`src/rtl/cmd_frame_parser_pkg.sv`:
```
// Shared types and constants for the command-frame parser.
// The optional checksum byte is enabled by defining CMD_FRAME_CHECKSUM_EN.
package cmd_pkg;

  typedef enum logic [2:0] {
    S_SOF  = 3'd0,
    S_CMD  = 3'd1,
    S_ADDR = 3'd2,
    S_DATA = 3'd3,
    S_CSUM = 3'd4,
    S_HOLD = 3'd5
  } state_e;

  localparam logic [1:0] ERR_TIMEOUT = 2'b01;
  localparam logic [1:0] ERR_CSUM    = 2'b10;
  localparam logic [1:0] ERR_OVERRUN = 2'b11;

  localparam logic [7:0] DEFAULT_SOF_BYTE = 8'hA5;
  localparam int         MAX_FIELD_BYTES  = 4;

endpackage

```
`src/rtl/cmd_frame_parser_timer.sv`:
```
// Inter-byte idle counter: cleared on every accepted byte, saturates at the
// last allowed idle cycle and flags it as expired.
module frame_timeout_timer #(
  parameter int TIMEOUT_CYCLES = 100000
) (
  input  logic clk,
  input  logic rst,
  input  logic clr_i,
  input  logic en_i,
  output logic expired_o
);

  localparam int            CW   = $clog2(TIMEOUT_CYCLES);
  localparam logic [CW-1:0] LAST = CW'(TIMEOUT_CYCLES - 1);

  logic [CW-1:0] count_q;

  always_ff @(posedge clk) begin
    if (rst || clr_i) begin
      count_q <= '0;
    end else if (en_i && (count_q != LAST)) begin
      count_q <= count_q + CW'(1);
    end
  end

  assign expired_o = (count_q == LAST);

endmodule

```
`src/rtl/cmd_frame_parser.sv`:
```
// Byte-serial command-frame parser: SOF, CMD, ADDR, DATA[, CSUM] -> valid/ready.
// Define CMD_FRAME_CHECKSUM_EN to require a trailing XOR checksum byte.
module cmd_frame_parser
  import cmd_pkg::*;
#(
  parameter logic [7:0] SOF_BYTE       = DEFAULT_SOF_BYTE,
  parameter int         ADDR_BYTES     = 1,
  parameter int         DATA_BYTES     = 1,
  parameter int         TIMEOUT_CYCLES = 100000
) (
  input  logic                    clk,
  input  logic                    rst,
  input  logic                    rx_valid,
  input  logic [7:0]              rx_data,
  output logic                    cmd_valid,
  input  logic                    cmd_ready,
  output logic [7:0]              cmd,
  output logic [8*ADDR_BYTES-1:0] addr,
  output logic [8*DATA_BYTES-1:0] data,
  output logic                    err_valid,
  output logic [1:0]              err_code,
  output logic                    busy,
  output state_e                  state_dbg
);

  localparam int         AW        = 8 * ADDR_BYTES;
  localparam int         DW        = 8 * DATA_BYTES;
  localparam logic [1:0] ADDR_LAST = 2'(ADDR_BYTES - 1);
  localparam logic [1:0] DATA_LAST = 2'(DATA_BYTES - 1);

  // Handshake: a command transfers on any clock edge where cmd_valid and
  // cmd_ready are both high; cmd/addr/data are stable while cmd_valid is high.
  state_e          state_q;
  logic [1:0]      cnt_q;
  logic [7:0]      cmd_sh_q, cmd_q;
  logic [AW-1:0]   addr_sh_q, addr_q;
  logic [DW-1:0]   data_sh_q, data_q;
  logic            cmd_valid_q, err_valid_q;
  logic [1:0]      err_code_q;
  logic            in_frame, expired, timeout_hit;
  logic [AW-1:0]   addr_shift;
  logic [DW-1:0]   data_shift;

  assign in_frame    = state_q inside {S_CMD, S_ADDR, S_DATA, S_CSUM};
  assign timeout_hit = in_frame && expired && !rx_valid;
  assign addr_shift  = AW'({addr_sh_q, rx_data});
  assign data_shift  = DW'({data_sh_q, rx_data});

  frame_timeout_timer #(.TIMEOUT_CYCLES(TIMEOUT_CYCLES)) u_timer (
    .clk       (clk),
    .rst       (rst),
    .clr_i     (rx_valid || !in_frame),
    .en_i      (in_frame),
    .expired_o (expired)
  );

`ifdef CMD_FRAME_CHECKSUM_EN
  logic [7:0] csum_q;

  always_ff @(posedge clk) begin
    if (rst || state_q == S_SOF) begin
      csum_q <= '0;
    end else if (rx_valid && (state_q inside {S_CMD, S_ADDR, S_DATA})) begin
      csum_q <= csum_q ^ rx_data;
    end
  end
`endif

  // Fields are assembled in shadow registers so a timed-out or corrupted
  // frame never disturbs the last presented command.
  always_ff @(posedge clk) begin
    if (rst) begin
      state_q     <= S_SOF;
      cnt_q       <= '0;
      cmd_sh_q    <= '0;
      addr_sh_q   <= '0;
      data_sh_q   <= '0;
      cmd_q       <= '0;
      addr_q      <= '0;
      data_q      <= '0;
      cmd_valid_q <= 1'b0;
      err_valid_q <= 1'b0;
      err_code_q  <= '0;
    end else begin
      err_valid_q <= 1'b0;
      if (timeout_hit) begin
        state_q     <= S_SOF;
        cnt_q       <= '0;
        err_valid_q <= 1'b1;
        err_code_q  <= ERR_TIMEOUT;
      end else begin
        case (state_q)
          S_SOF: begin
            cnt_q <= '0;
            if (rx_valid && rx_data == SOF_BYTE) state_q <= S_CMD;
          end
          S_CMD: begin
            if (rx_valid) begin
              cmd_sh_q <= rx_data;
              state_q  <= S_ADDR;
            end
          end
          S_ADDR: begin
            if (rx_valid) begin
              addr_sh_q <= addr_shift;
              if (cnt_q == ADDR_LAST) begin
                cnt_q   <= '0;
                state_q <= S_DATA;
              end else begin
                cnt_q <= cnt_q + 2'd1;
              end
            end
          end
          S_DATA: begin
            if (rx_valid) begin
              data_sh_q <= data_shift;
              if (cnt_q == DATA_LAST) begin
                cnt_q <= '0;
`ifdef CMD_FRAME_CHECKSUM_EN
                state_q <= S_CSUM;
`else
                state_q     <= S_HOLD;
                cmd_valid_q <= 1'b1;
                cmd_q       <= cmd_sh_q;
                addr_q      <= addr_sh_q;
                data_q      <= data_shift;
`endif
              end else begin
                cnt_q <= cnt_q + 2'd1;
              end
            end
          end
`ifdef CMD_FRAME_CHECKSUM_EN
          S_CSUM: begin
            if (rx_valid) begin
              if (rx_data == csum_q) begin
                state_q     <= S_HOLD;
                cmd_valid_q <= 1'b1;
                cmd_q       <= cmd_sh_q;
                addr_q      <= addr_sh_q;
                data_q      <= data_sh_q;
              end else begin
                state_q     <= S_SOF;
                err_valid_q <= 1'b1;
                err_code_q  <= ERR_CSUM;
              end
            end
          end
`endif
          S_HOLD: begin
            if (rx_valid) begin
              err_valid_q <= 1'b1;
              err_code_q  <= ERR_OVERRUN;
            end
            if (cmd_valid_q && cmd_ready) begin
              cmd_valid_q <= 1'b0;
              state_q     <= S_SOF;
            end
          end
          default: state_q <= S_SOF;
        endcase
      end
    end
  end

  assign cmd_valid = cmd_valid_q;
  assign cmd       = cmd_q;
  assign addr      = addr_q;
  assign data      = data_q;
  assign err_valid = err_valid_q;
  assign err_code  = err_code_q;
  assign busy      = (state_q != S_SOF);
  assign state_dbg = state_q;

endmodule

```
`config.mk`:
```
export PLATFORM = sky130hd
export DESIGN_NAME = cmd_frame_parser
export DESIGN_NICKNAME = d
export VERILOG_FILES = /design/src/rtl/cmd_frame_parser_pkg.sv /design/src/rtl/cmd_frame_parser_timer.sv /design/src/rtl/cmd_frame_parser.sv
export SDC_FILE = /design/constraint.sdc
export NUM_CORES = 1
export LEC_CHECK = 0
export ABC_CLOCK_PERIOD_IN_PS = 4100
export CORE_MARGIN = 2
export CORE_UTILIZATION = 40
export DETAILED_ROUTE_END_ITERATION = 6
export PLACE_DENSITY = 0.65
export SYNTH_ARGS = -nofsm -noshare
export SYNTH_HDL_FRONTEND = slang
export SYNTH_SLANG_ARGS = --single-unit
```
`constraint.sdc`:
```
create_clock -name clk -period 4.1 [get_ports clk]
set_input_delay 1.025 -clock clk [delete_from_list [all_inputs] [get_ports clk]]
set_output_delay 1.025 -clock clk [all_outputs]
set_load 0.01 [all_outputs]
```
# Word level (Yosys, flattened, before mapping)
# Index checks and enable logic that the tools add are counted.
# totals
regBits	66
latchBits	0
ram_bits	0
rom_bits	0
input_bits	12
out_inout_bits	32
n_memories	0
# op_classes
n_addsub	2
multipliers	0
div_mod_pow	0
magnitude_cmp	0
n_eq_ne	16
n_shift	0
mux	21
bitwise_logic	1
reduce_logical	27
# ops
op	count
3-bit two-way mux	7
17-bit by 1-bit adder with 17-bit output (second input constant)	1
17-bit == test (second input constant)	1
17-bit inequality test (second input constant)	1
3-bit case mux with 5 select lines	1
2-bit inequality test (second input constant)	5
1-bit two-way mux	9
8-bit == test (second input constant)	1
2-bit nonzero test	4
7-bit AND reduction	1
3-bit by 2-bit == test with 1-bit output (second input constant)	2
3-bit == test (second input constant)	2
2-bit by 1-bit inequality test with 1-bit output (second input constant)	3
2-bit AND reduction	3
3-bit AND reduction	2
1-bit logical AND	5
5-bit AND reduction	1
2-bit two-way mux	2
2-bit case mux with 2 select lines	1
4-bit AND reduction	1
4-bit nonzero test	1
2-bit OR reduction	2
3-bit by 1-bit == test with 1-bit output (second input constant)	1
3-bit logical NOT	1
7 further kinds	9

# Logic depth before layout (Yosys ltp)
# Gate-level depths: netlist of the first run.
# depth
ltp_word	6
ltp_mapped	7
ltp_nobuf	5

# Modules after synthesis
# Synthesis of the first run repeated with hierarchy kept, for this count alone.
# unflattened
cells_unflattened	330
hier_area_um2	2905.3
# by_module_without_submodules
mod	instances	cells_each	area_per_inst_um2	seq_area_each_um2
cmd_frame_parser	1	224	2011.9	980.9
frame_timeout_timer	1	106	893.4	340.3

# Worst setup path before layout of the first run
# No wires, ideal clock.
# synth_path
kind	in2reg
from	in rx_valid
to	reg addr_q[1] (netlist: addr[1])
setup_ps	70
arrival_ps	2138
t_required_ps	4030
setup_slack_ps	1891
stages	7
n_path_buf	3
path_cell_list	buf_2 -> nor2b_1 -> and4_1 -> buf_2 -> buf_2 -> nand2_1 -> a21oi_1
# synth_via
elab_chain_len	4
# synth_lines
element	line	text
start: declaration	cmd_frame_parser.sv:13	input logic rx_valid,
1-bit logical NOT	cmd_frame_parser.sv:45	assign timeout_hit = in_frame && expired && !rx_valid;
1-bit logical AND	cmd_frame_parser.sv:45	
1-bit NOT (no source line)	--	
4-bit AND reduction (no source line) *	--	
end signal: assignment	cmd_frame_parser.sv:125	addr_q <= addr_sh_q;
end: declaration	cmd_frame_parser.sv:36	logic [AW-1:0] addr_sh_q, addr_q;
# Mark *: on every way between the ends. The rest lies on a longest branch, timed or not.
# A chain may end at the register's enable or synchronous reset.

# Final worst setup path of the first run
# layout_path
from	reg state_q[1] (netlist: state_dbg[1])
to	out busy
# layout_via
elab_chain_len	1
# layout_lines
element	line	text
start: declaration	cmd_frame_parser.sv:33	state_e state_q;
start signal: assignment	cmd_frame_parser.sv:73	state_q <= S_SOF;
start signal: assignment	cmd_frame_parser.sv:87	state_q <= S_SOF;
start signal: assignment	cmd_frame_parser.sv:95	if (rx_valid && rx_data == SOF_BYTE) state_q <= S_CMD;
3-bit nonzero test	cmd_frame_parser.sv:172	assign busy = (state_q != S_SOF);
end: declaration	cmd_frame_parser.sv:22	output logic busy,
# No other way between the ends.

==> results.md, run 1 <==
* Status: completed
* Port bufs at 43
* Async SR Flop Fraction at 0%
* Routed wire per std cell at between 10 and 15 um
* GRT Max-Usage Layer: met2
* Final nets at around 380
* Main flop type after synthesis: dfxtp_1
* Min-Delay Path Class: reg -> reg
* Data required time of the critical path at about 3 ns
* Clock transition at path regs at 0.08 ns
* Fin. max-slew vios at 0
* Via count at around 2400
* Clk_skew at approximately 0.012 ns
* Die Height at around 86 um
* CTS hold repair buffers at 0
* GPL Wtd Cong at 0.794
* Largest net degree at the start of global routing at 45
* CTS Buf Count at 9
* CP max FO at 17
* Vias in the first global route at 2181
* GR Layer Usage met3 at 6.48%
* DR vias/cell at 5.43
* M2 GR Usage at ~27%
* Post-DP HPWL at 4150 um
* Final worst path period need at approximately 3.0 ns
* PostCTS Resize Cnt at 0
* Synth cell types at 37
* Global-route usage over all layers at 17.7%
* DIE AREA at between 7000 and 8000 sq um
* Area Growth Syn to Fin at 22.7%
* CTS tree: yes
* Total core area at between 6000 and 7000 sq um
* EDFF count, synth at 0
* Max cap viols at 0
* Pwr/cell area at 343 nW/um^2
* Skew-Pair Late Insertion Delay at about 0.34 ns
* Final setup vio count at 0
* Post-Synthesis Cells at about 330
* Maximum clock path buffer count at 2
* Slew margin rel. at 37.6%
* Layout cells sized above 1 at approximately 5.2%
* WP data arrival at between 1.5 and 2 ns
* Max Fclk at roughly 330 MHz
* Most frequent cell after synthesis: nand2_1
* Ys Warns at 0
* H-tree levels at 3
* Static Leak at about 1.0 nW
* Initial Util at between 40% and 50%
* Antenna Cells at 0
* Post-Syn Nets at 340
* CTS root buffer: clkbuf_8
* Max incr delay on CP at just over 0.5 ns
* Slowest cell on the critical path: clkdlybuf4s50_1
* M1 GR Usage at a little under a quarter
* # rows at 29
* Synth top area cells: dfxtp_1 (49%), nand2_1 (10%), a21oi_1 (9.4%), mux2i_1 (3.3%), or4_1 (2.8%)
* Crit-path cells: nor3_1 > inv_1 > clkdlybuf4s50_1
* Drc violations at 0
* Seq cells post-synth at 66
* Peak VDD IR at 222 uV
* Mapped Area at between 2000 and 3000 sq um
* Router iterations before antenna repair at 4
* IO Pins at 44
* Routed Wire Length at approximately 6100 um
* Avg Cell Area, Syn at between 8 and 9 sq um
* Crit start category: flop
* WHS Path Cells at 2
* Final period util at between 70 and 80%
* Unrepaired setup endpoints after global routing: no
* Clock Sinks at between 60 and 70
* Pwr Total at between 1 and 1.5 mW
* Final hold vios at 0
* Class of the most critical setup path: reg -> out
* First-pass GRT wire length at just over 10000 um
* R2R cell count at 4
* Worst-Margin Slew at between 0.9 and 1 ns
* Fillers at a little over 600
* Initial antenna violation count at 0
* Sequential fraction of the synthesis area at just under 50%
* Post-synth top area share at about half
* Congestion Overflow GR at 0
* Crit. End Element: output pin
* Antenna Nets Post-Route at 0
* Die W at between 80 and 90 um
* Initial DRC count at about 130
* Fin Setup TNS at 0 ns
* Setup Fix Bufs, Post-CTS at 0
* Leading area contributor after synthesis: dfxtp_1
* Post-synth top cells: nand2_1 (74), dfxtp_1 (66), a21oi_1 (51), nor2_1 (17), clkbuf_1 (13)
cell usage in the layout, fill, tap and decap left out, types with 6 or more instances in the layout:
cell,n
clkdlybuf4s50_1,43
or4_1,10
nand2_1,74
nand3_1,6
nor2_1,17
clkbuf_8,9
a21oi_1,51
mux2i_1,9
dfxtp_1,66
o31ai_1,9
inv_1,8
worst max-delay path: cells and delay by family, from the launching register on:
family	cells	cell delay, ns
simple gates	1	0.46
flops	1	0.47
buf+inv	2	0.69
cell type report:
type                       count  area (sq um)  area share [%]
multi-input combinational    229          1260            37.9
clock buffer                  12           135            4.07
timing repair buffer          46           453            13.6
inverter                       8          30.0           0.904
tap                           77          96.3            2.90
clock inverter                 4          28.8           0.866
sequential                    66          1320            39.8
where the power goes:
part	internal (mW)	leakage, nW	total (mW)	switching [mW]
logic	0.0123	0.416	0.0287	0.0165
registers	0.641	0.531	0.641	0.000148
clock network	0.220	0.0766	0.469	0.249
metrics by stage:
step,hold WS [ns],cells,setup slack [ns],area (sq um),utilization (%)
global placement,0.440,426,1.01,3160,48.9
detailed placement,0.447,426,0.939,3160,48.9
finish,0.454,442,1.11,3320,51.4
global route,0.472,442,0.905,3320,51.4
floorplan,0.431,325,1.89,2710,-
CTS,0.458,442,1.11,3320,51.4
path summary, 6_finish.rpt:
check                              endpoint  slack (ns)                start
worst max register to register  err_code[0]        1.80  u_timer.count_q[15]
worst min register to register  err_code[0]        0.45          err_code[0]
worst min-delay path            err_code[0]        0.45          err_code[0]
worst max-delay path                   busy        1.11         state_dbg[1]
kinds of logic (layout without fill, tap and decap cells):
logic type / Yosys count / in the layout / share of synthesized area [%]
simple gates: 142 / 142 / 25.6
compound gates: 73 / 73 / 15.2
flops: 66 / 66 / 48.8
buf+inv: 30 / 70 / 4.99
mux: 9 / 9 / 3.33
fa+ha+maj: 3 / 3 / 1.39
xor+xnor: 2 / 2 / 0.647
state kept, by name (all words and copies together), names as in the netlist, 2 cells and up:
name             flops
u_timer.count_q     17
addr                 8
addr_sh_q            8
cmd                  8
cmd_sh_q             8
data                 8
state_dbg            3
cnt_q                2
err_code             2
metal layers:
metal / share of wire [%] / vias to the layer above
li1: - / 1205
met1: 48 / 1132
met2: 47 / 59
met3: 4.3 / 6
met4: 1.2 / 0
met5: 0 / -
Power figures use the tool's default switching activity.
==> inputs of run 2 (changes only) <==
- ABC_CLOCK_PERIOD_IN_PS: 4100 -> 2500
- PLACE_DENSITY: 0.65 -> 0.67
- clock period: 4.1 -> 2.5 ns (I/O delays scaled with it)
==> run 2 against run 1 <==
Non-clock buffer count is 10 higher. Worst hold slack worse by 0.0019 ns. Sequential share of layout area down 1.7 points. Clock-buffer cell count is 2 lower. Utilization up 2.3 points. Critical path type unchanged.
==> results.md, run 2 (synthesized netlist as in run 1, its figures left out) <==
* H-tree levels at 3 (unchanged)
* Global-route usage over all layers at 18.4% (was 17.7%)
* Via count at 2378 (was 2402)
* Clock transition at path regs at 0.08 ns (about the same)
* Hold Startpoint: addr[4] (was err_code[0])
* Final worst path period need at around 2.4 ns
* Max Fclk at 423 MHz
* CP max FO at 14 (was 17)
* Skew-Pair Late Insertion Delay at 0.34 ns (about the same)
* Post-DP HPWL at 4280 um (was 4150 um)
* Worst R2R Start: state_dbg[0] (was u_timer.count_q[15])
* First-pass GRT wire length at 10700 um (was 10300 um)
* Unrepaired setup endpoints after global routing: no (unchanged)
* Die Height at 86.3 um (unchanged)
* CTS Buf Count at 9 (unchanged)
* PostCTS Resize Cnt at 0 (unchanged)
* Static Leak at 1.11 nW (was 1.02 nW)
* Clk_skew at 0.00947 ns (was 0.0119 ns)
* Commonest cells after routing, fill and taps aside: nand2_1 (74), dfxtp_1 (66), a21oi_1 (51), clkdlybuf4s50_1 (43), nor2_1 (17) (unchanged)
* IO Pins at 44 (unchanged)
* Routed wire per std cell at 13.8 um (was 13.9 um)
* Fin. max-slew vios at 0 (unchanged)
* Class of the most critical setup path: reg -> out (unchanged)
* Fin Setup TNS at 0 ns (unchanged)
* Slew margin rel. at 66.2% (was 37.6%)
* Port bufs at 43 (unchanged)
* Max cap viols at 0 (unchanged)
* Total core area at 6460 sq um (unchanged)
* Reg2Reg Setup Slack at 0.42 ns (was 1.80 ns)
* Antenna Cells at 0 (unchanged)
* Largest net degree at the start of global routing at 25 (was 45)
* WHS Path Cells at 2 (unchanged)
* Setup Fix Bufs, Post-CTS at 0 (unchanged)
* Largest Register: u_timer.count_q (unchanged)
* CTS tree: yes (unchanged)
* Final hold vios at 0 (unchanged)
* Commonest non-fill, non-tap cell in the layout: nand2_1 (unchanged)
* Final period util at between 90% and 100%
* GPL Wtd Cong at 0.802 (was 0.794)
* Crit. End Element: output pin (unchanged)
* Initial antenna violation count at 0 (unchanged)
* CTS hold repair buffers at 0 (unchanged)
* Layout cells sized above 1 at 8.00% (was 5.21%)
* CTS root buffer: clkbuf_8 (unchanged)
* Crit start category: flop (unchanged)
* Antenna Nets Post-Route at 0 (unchanged)
* Worst-Margin Slew at 0.505 ns (was 0.928 ns)
* Post-detailed-placement cell area at 3230 sq um (was 3160 sq um)
* Router iterations before antenna repair at 6 (was 4)
* DR vias/cell at 5.26 (was 5.43)
* Data required time of the critical path at 1.88 ns (was 3.07 ns)
* Max FFs per register at 17 (unchanged)
* Pwr/cell area at 631 nW/um^2 (was 343 nW/um^2)
* Maximum clock path buffer count at 2 (unchanged)
* Clock Sinks at 66 (unchanged)
* Status: completed (unchanged)
* Worst R2R End: u_timer.count_q[13] (was err_code[0])
* # rows at 29 (unchanged)
* Initial DRC count at 89 (was 131)
* Congestion Overflow GR at 0 (unchanged)
* Worst Hold End: addr[4] (was err_code[0])
* Pwr Total at 2.19 mW (was 1.14 mW)
* Fillers at 625 (was 614)
* Area Growth Syn to Fin at 28.1% (was 22.7%)
* Routed Wire Length at 6230 um (was 6130 um)
* Die W at 86.3 um (unchanged)
* DIE AREA at 7440 sq um (unchanged)
* WP data arrival at 1.74 ns (was 1.96 ns)
* Initial Util at 41.9% (unchanged)
* Design area at 3470 sq um (was 3320 sq um)
* Min-Delay Path Class: reg -> reg (unchanged)
* R2R cell count at 4 (unchanged)
* Final setup vio count at 0 (unchanged)
* Drc violations at 0 (unchanged)
* Final nets at 385 (was 375)
* Peak VDD IR at 464 uV (was 222 uV)
* Vias in the first global route at 2316 (was 2181)
[run 2: area by class of cell]
class / instances / area (sq um) / share of cell area (%)
repair buffers: 56 / 528 / 15.2
multi-input cells: 229 / 1250 / 36.1
clock buffers: 10 / 128 / 3.68
well taps: 77 / 96.3 / 2.78
clock inverters: 6 / 114 / 3.28
inverters: 8 / 30.0 / 0.866
flip-flops and latches: 66 / 1320 / 38.1
[run 2: metrics by stage]
step                instances  utilization, %  hold WS [ns]  worst slack (ns)
floorplan                 325               -         0.431             0.691
global placement          436            50.0         0.442             0.323
detailed placement        436            50.0         0.446             0.273
CTS                       452            53.7         0.455             0.107
global route              452            53.7         0.469           0.00866
finish                    452            53.7         0.452             0.138
[run 2: metal layers]
metal / track usage [%] / wire length (um) / vias to the layer above
li1: - / - / 1235
met1: 22.8 / 2870 / 1081
met2: 30.3 / 3020 / 55
met3: 6.19 / 276 / 7
met4: 5.97 / 69 / 0
met5: 0 / 0 / -
[run 2: where the power goes]
group | switching, mW | total [mW] | internal [mW] | leakage, nW
Clock | 0.417 | 1.08 | 0.666 | 0.113
Sequential | 0.000177 | 1.05 | 1.05 | 0.531
Combinational | 0.0299 | 0.0542 | 0.0243 | 0.465
Total | 0.447 | 2.19 | 1.74 | 1.11
[run 2: worst max-delay path, cell delays in order (launching register included)]
cell	delay (ns)
dfxtp_1	0.55
nor3_1	0.13
inv_1	0.15
clkdlybuf4s50_1	0.55
[run 2: worst max-delay path by stage]
stage | depth (start not counted) | to | startpoint | slack, ns
after global placement | 6 | cmd_valid | rx_valid | 0.32
after global routing | 3 | busy | state_dbg[0] | 0.009
after CTS | 3 | busy | state_dbg[0] | 0.11
final | 3 | busy | state_dbg[0] | 0.14
after detailed placement | 6 | cmd_valid | rx_valid | 0.27
after floorplan | 7 | addr[1] | rx_valid | 0.69
==> inputs of run 3 (changes only) <==
- CTS_BUF_LIST: not set -> sky130_fd_sc_hd__clkbuf_4
==> run 3 against run 2 <==
Sequential power about the same. Clock power decreased by 16%. Sequential share of layout area increased by 0.57 points. Final area decreased by 1.3%. First-iteration DRC count increased by 31%. Global-route usage decreased by 0.19 points. Worst setup slack improved by 0.066 ns. Final cell count unchanged. Register-to-register slack improved by 0.06 ns. Non-clock buffer count unchanged. Total power decreased by 7.8%. Worst hold slack improved by 0.0049 ns. Critical endpoint unchanged.
==> results.md, run 3 (synthesized netlist as in run 1, its figures left out) <==
* Status: completed (unchanged)
* Worst-Margin Slew at 0.492 ns (was 0.505 ns)
* Commonest non-fill, non-tap cell in the layout: nand2_1 (unchanged)
* Largest net degree at the start of global routing at 25 (unchanged)
* WL met2 at 3000 um (was 3020 um)
* Pwr Total at 2.02 mW (was 2.19 mW)
* Flop pwr share at 52.1% (was 48.0%)
* IO Pins at 44 (unchanged)
* Vias in the first global route at 2302 (was 2316)
* CP top delay family: buffers and inverters (unchanged)
* Port bufs at 43 (unchanged)
* Min-Delay Path Class: reg -> reg (unchanged)
* Psw at 422 uW (was 447 uW)
* Via count at 2393 (was 2378)
* DR vias/cell at 5.29 (was 5.26)
* WL met3 at 246 um (was 276 um)
* Skew-Pair Late Insertion Delay at 0.41 ns (was 0.34 ns)
* WP data arrival at 1.67 ns (was 1.74 ns)
* GPL Wtd Cong at 0.802 (unchanged)
* Routed wire per std cell at 13.7 um (was 13.8 um)
* Max Fclk at 435 MHz (was 423 MHz)
* Fin. max-slew vios at 0 (unchanged)
* Unrepaired setup endpoints after global routing: no (unchanged)
* Clock Sinks at 66 (unchanged)
* Antenna Cells at 0 (unchanged)
* Initial Util at 41.9% (unchanged)
* DIE AREA at 7440 sq um (unchanged)
* H-tree levels at 3 (unchanged)
* Maximum clock path buffer count at 2 (unchanged)
* First-pass GRT wire length at 10600 um (was 10700 um)
* Post-DP HPWL at 4280 um (unchanged)
* Bufs and invs on worst path at 2 (unchanged)
* Final worst path period need at 2.30 ns (was 2.36 ns)
* Final nets at 385 (unchanged)
* Slowest cell on the critical path: clkdlybuf4s50_1 (was dfxtp_1)
* Clk pwr share at 45.2% (was 49.5%)
* WHS Path Cells at 2 (unchanged)
* Area of the multi-input gates at 1260 sq um (was 1250 sq um)
* Slew margin rel. at 67.1% (was 66.2%)
* Largest Register: u_timer.count_q (unchanged)
* Final WS setup at 0.203 ns (was 0.138 ns)
* Antenna Nets Post-Route at 0 (unchanged)
* Area Growth Syn to Fin at 26.4% (was 28.1%)
* Router iterations before antenna repair at 5 (was 6)
* CTS Buf Count at 9 (unchanged)
* Die W at 86.3 um (unchanged)
* M1 WL at 2890 um (was 2870 um)
* Commonest cells after routing, fill and taps aside: nand2_1 (74), dfxtp_1 (64), a21oi_1 (51), clkdlybuf4s50_1 (43), nor2_1 (17) (was nand2_1 (74), dfxtp_1 (66), a21oi_1 (51), clkdlybuf4s50_1 (43), nor2_1 (17))
* Pwr/cell area at 589 nW/um^2 (was 631 nW/um^2)
* Max cap viols at 0 (unchanged)
* Fillers at 634 (was 625)
* Register area at 1320 sq um (about the same)
* Pre-CTS setup slack at 0.273 ns (unchanged)
* R2R cell count at 4 (unchanged)
* Class of the most critical setup path: reg -> out (unchanged)
* Die Height at 86.3 um (unchanged)
* Clk_skew at 0.0163 ns (was 0.00947 ns)
* Final setup vio count at 0 (unchanged)
* Total core area at 6460 sq um (unchanged)
* Drc violations at 0 (unchanged)
* Clock transition at path regs at 0.12 ns (was 0.08 ns)
* Initial antenna violation count at 0 (unchanged)
* Static Leak at 1.09 nW (was 1.11 nW)
* Crit. End Element: output pin (unchanged)
* Routed Wire Length at 6210 um (was 6230 um)
* CP max FO at 14 (unchanged)
* Crit-path cells: nor3_2 > inv_1 > clkdlybuf4s50_1 (was nor3_1 > inv_1 > clkdlybuf4s50_1)
* Top Layer Used: met4 (unchanged)
* Comb power frac at 2.7% (was 2.5%)
* Global-route usage over all layers at 18.2% (was 18.4%)
* Data required time of the critical path at 1.88 ns (about the same)
* Final hold vios at 0 (unchanged)
* CTS tree: yes (unchanged)
* CTS root buffer: clkbuf_4 (was clkbuf_8)
* Crit start category: flop (unchanged)
* Final period util at 91.9% (was 94.5%)
* Congestion Overflow GR at 0 (unchanged)
* Internal at 1.60 mW (was 1.74 mW)
* Max FFs per register at 17 (unchanged)
* # rows at 29 (unchanged)
* Peak VDD IR at 472 uV (was 464 uV)
* Critical path depth at 3 (unchanged)
* Max incr delay on CP at 0.55 ns (about the same)
* Layout cells sized above 1 at 9.07% (was 8.00%)
* Fin Setup TNS at 0 ns (unchanged)
* Initial DRC count at 117 (was 89)
* Switching Share at 20.9% (was 20.4%)
## run 3: cell count changes in the layout (fill, tap and decap cells not counted)
cell / before / now
clkbuf_1: 1 / 0
clkbuf_4: 0 / 10
nor3_1: 4 / 3
nor3_2: 0 / 1
clkbuf_8: 9 / 0
dfxtp_1: 66 / 64
dfxtp_2: 0 / 2
## run 3: area by class of cell
cell class              count  share of cell area, %
multi-input cells         229                   36.7
clock inverters             6                   3.33
flip-flops and latches     66                   38.7
inverters                   8                  0.877
well taps                  77                   2.81
repair buffers             56                   15.4
clock buffers              10                   2.19
## run 3: worst paths after layout
kind,endpoint,slack [ns],startpoint
max,busy,0.20,state_dbg[0]
max reg2reg,u_timer.count_q[13],0.48,state_dbg[0]
min,addr[4],0.46,addr[4]
min reg2reg,addr[4],0.46,addr[4]
## run 3: tightest hold or removal path: stages, from the launching register on
cell and delay, ns:
dfxtp_1 0.32, nand2_1 0.05, a21oi_1 0.05
## run 3: through the flow
| stage | std cells | hold WS [ns] | utilization (%) | instance area, sq um |
|---|---|---|---|---|
| after detailed placement | 436 | 0.446 | 50.0 | 3230 |
| final | 452 | 0.457 | 53.0 | 3420 |
| after global routing | 452 | 0.475 | 53.0 | 3420 |
| after global placement | 436 | 0.442 | 50.0 | 3230 |
| after CTS | 452 | 0.460 | 52.9 | 3420 |
| after floorplan | 325 | 0.431 | - | 2710 |
## run 3: routing by layer
layer | vias up | global-route usage (%)
li1 | 1237 | -
met1 | 1104 | 23.0
met2 | 47 | 29.7
met3 | 5 | 5.33
met4 | 0 | 6.53
met5 | - | 0
## run 3: power by group through the flow
stage,sequential [mW],clock (mW),combinational [mW]
floorplan,1.08,0,0.0180
global placement,1.08,0,0.0529
detailed placement,1.08,0,0.0538
CTS,1.05,0.938,0.0541
global route,1.05,0.991,0.0582
finish,1.05,0.912,0.0545
## run 3: repair_timing
| action | 4_1_cts | 5_1_grt |
|---|---|---|
| hold buffers | 0 | 0 |
| gates resized for setup | 0 | 3 |
| setup endpoints to repair | 0 | 1 |
| buffers inserted | 0 | 0 |
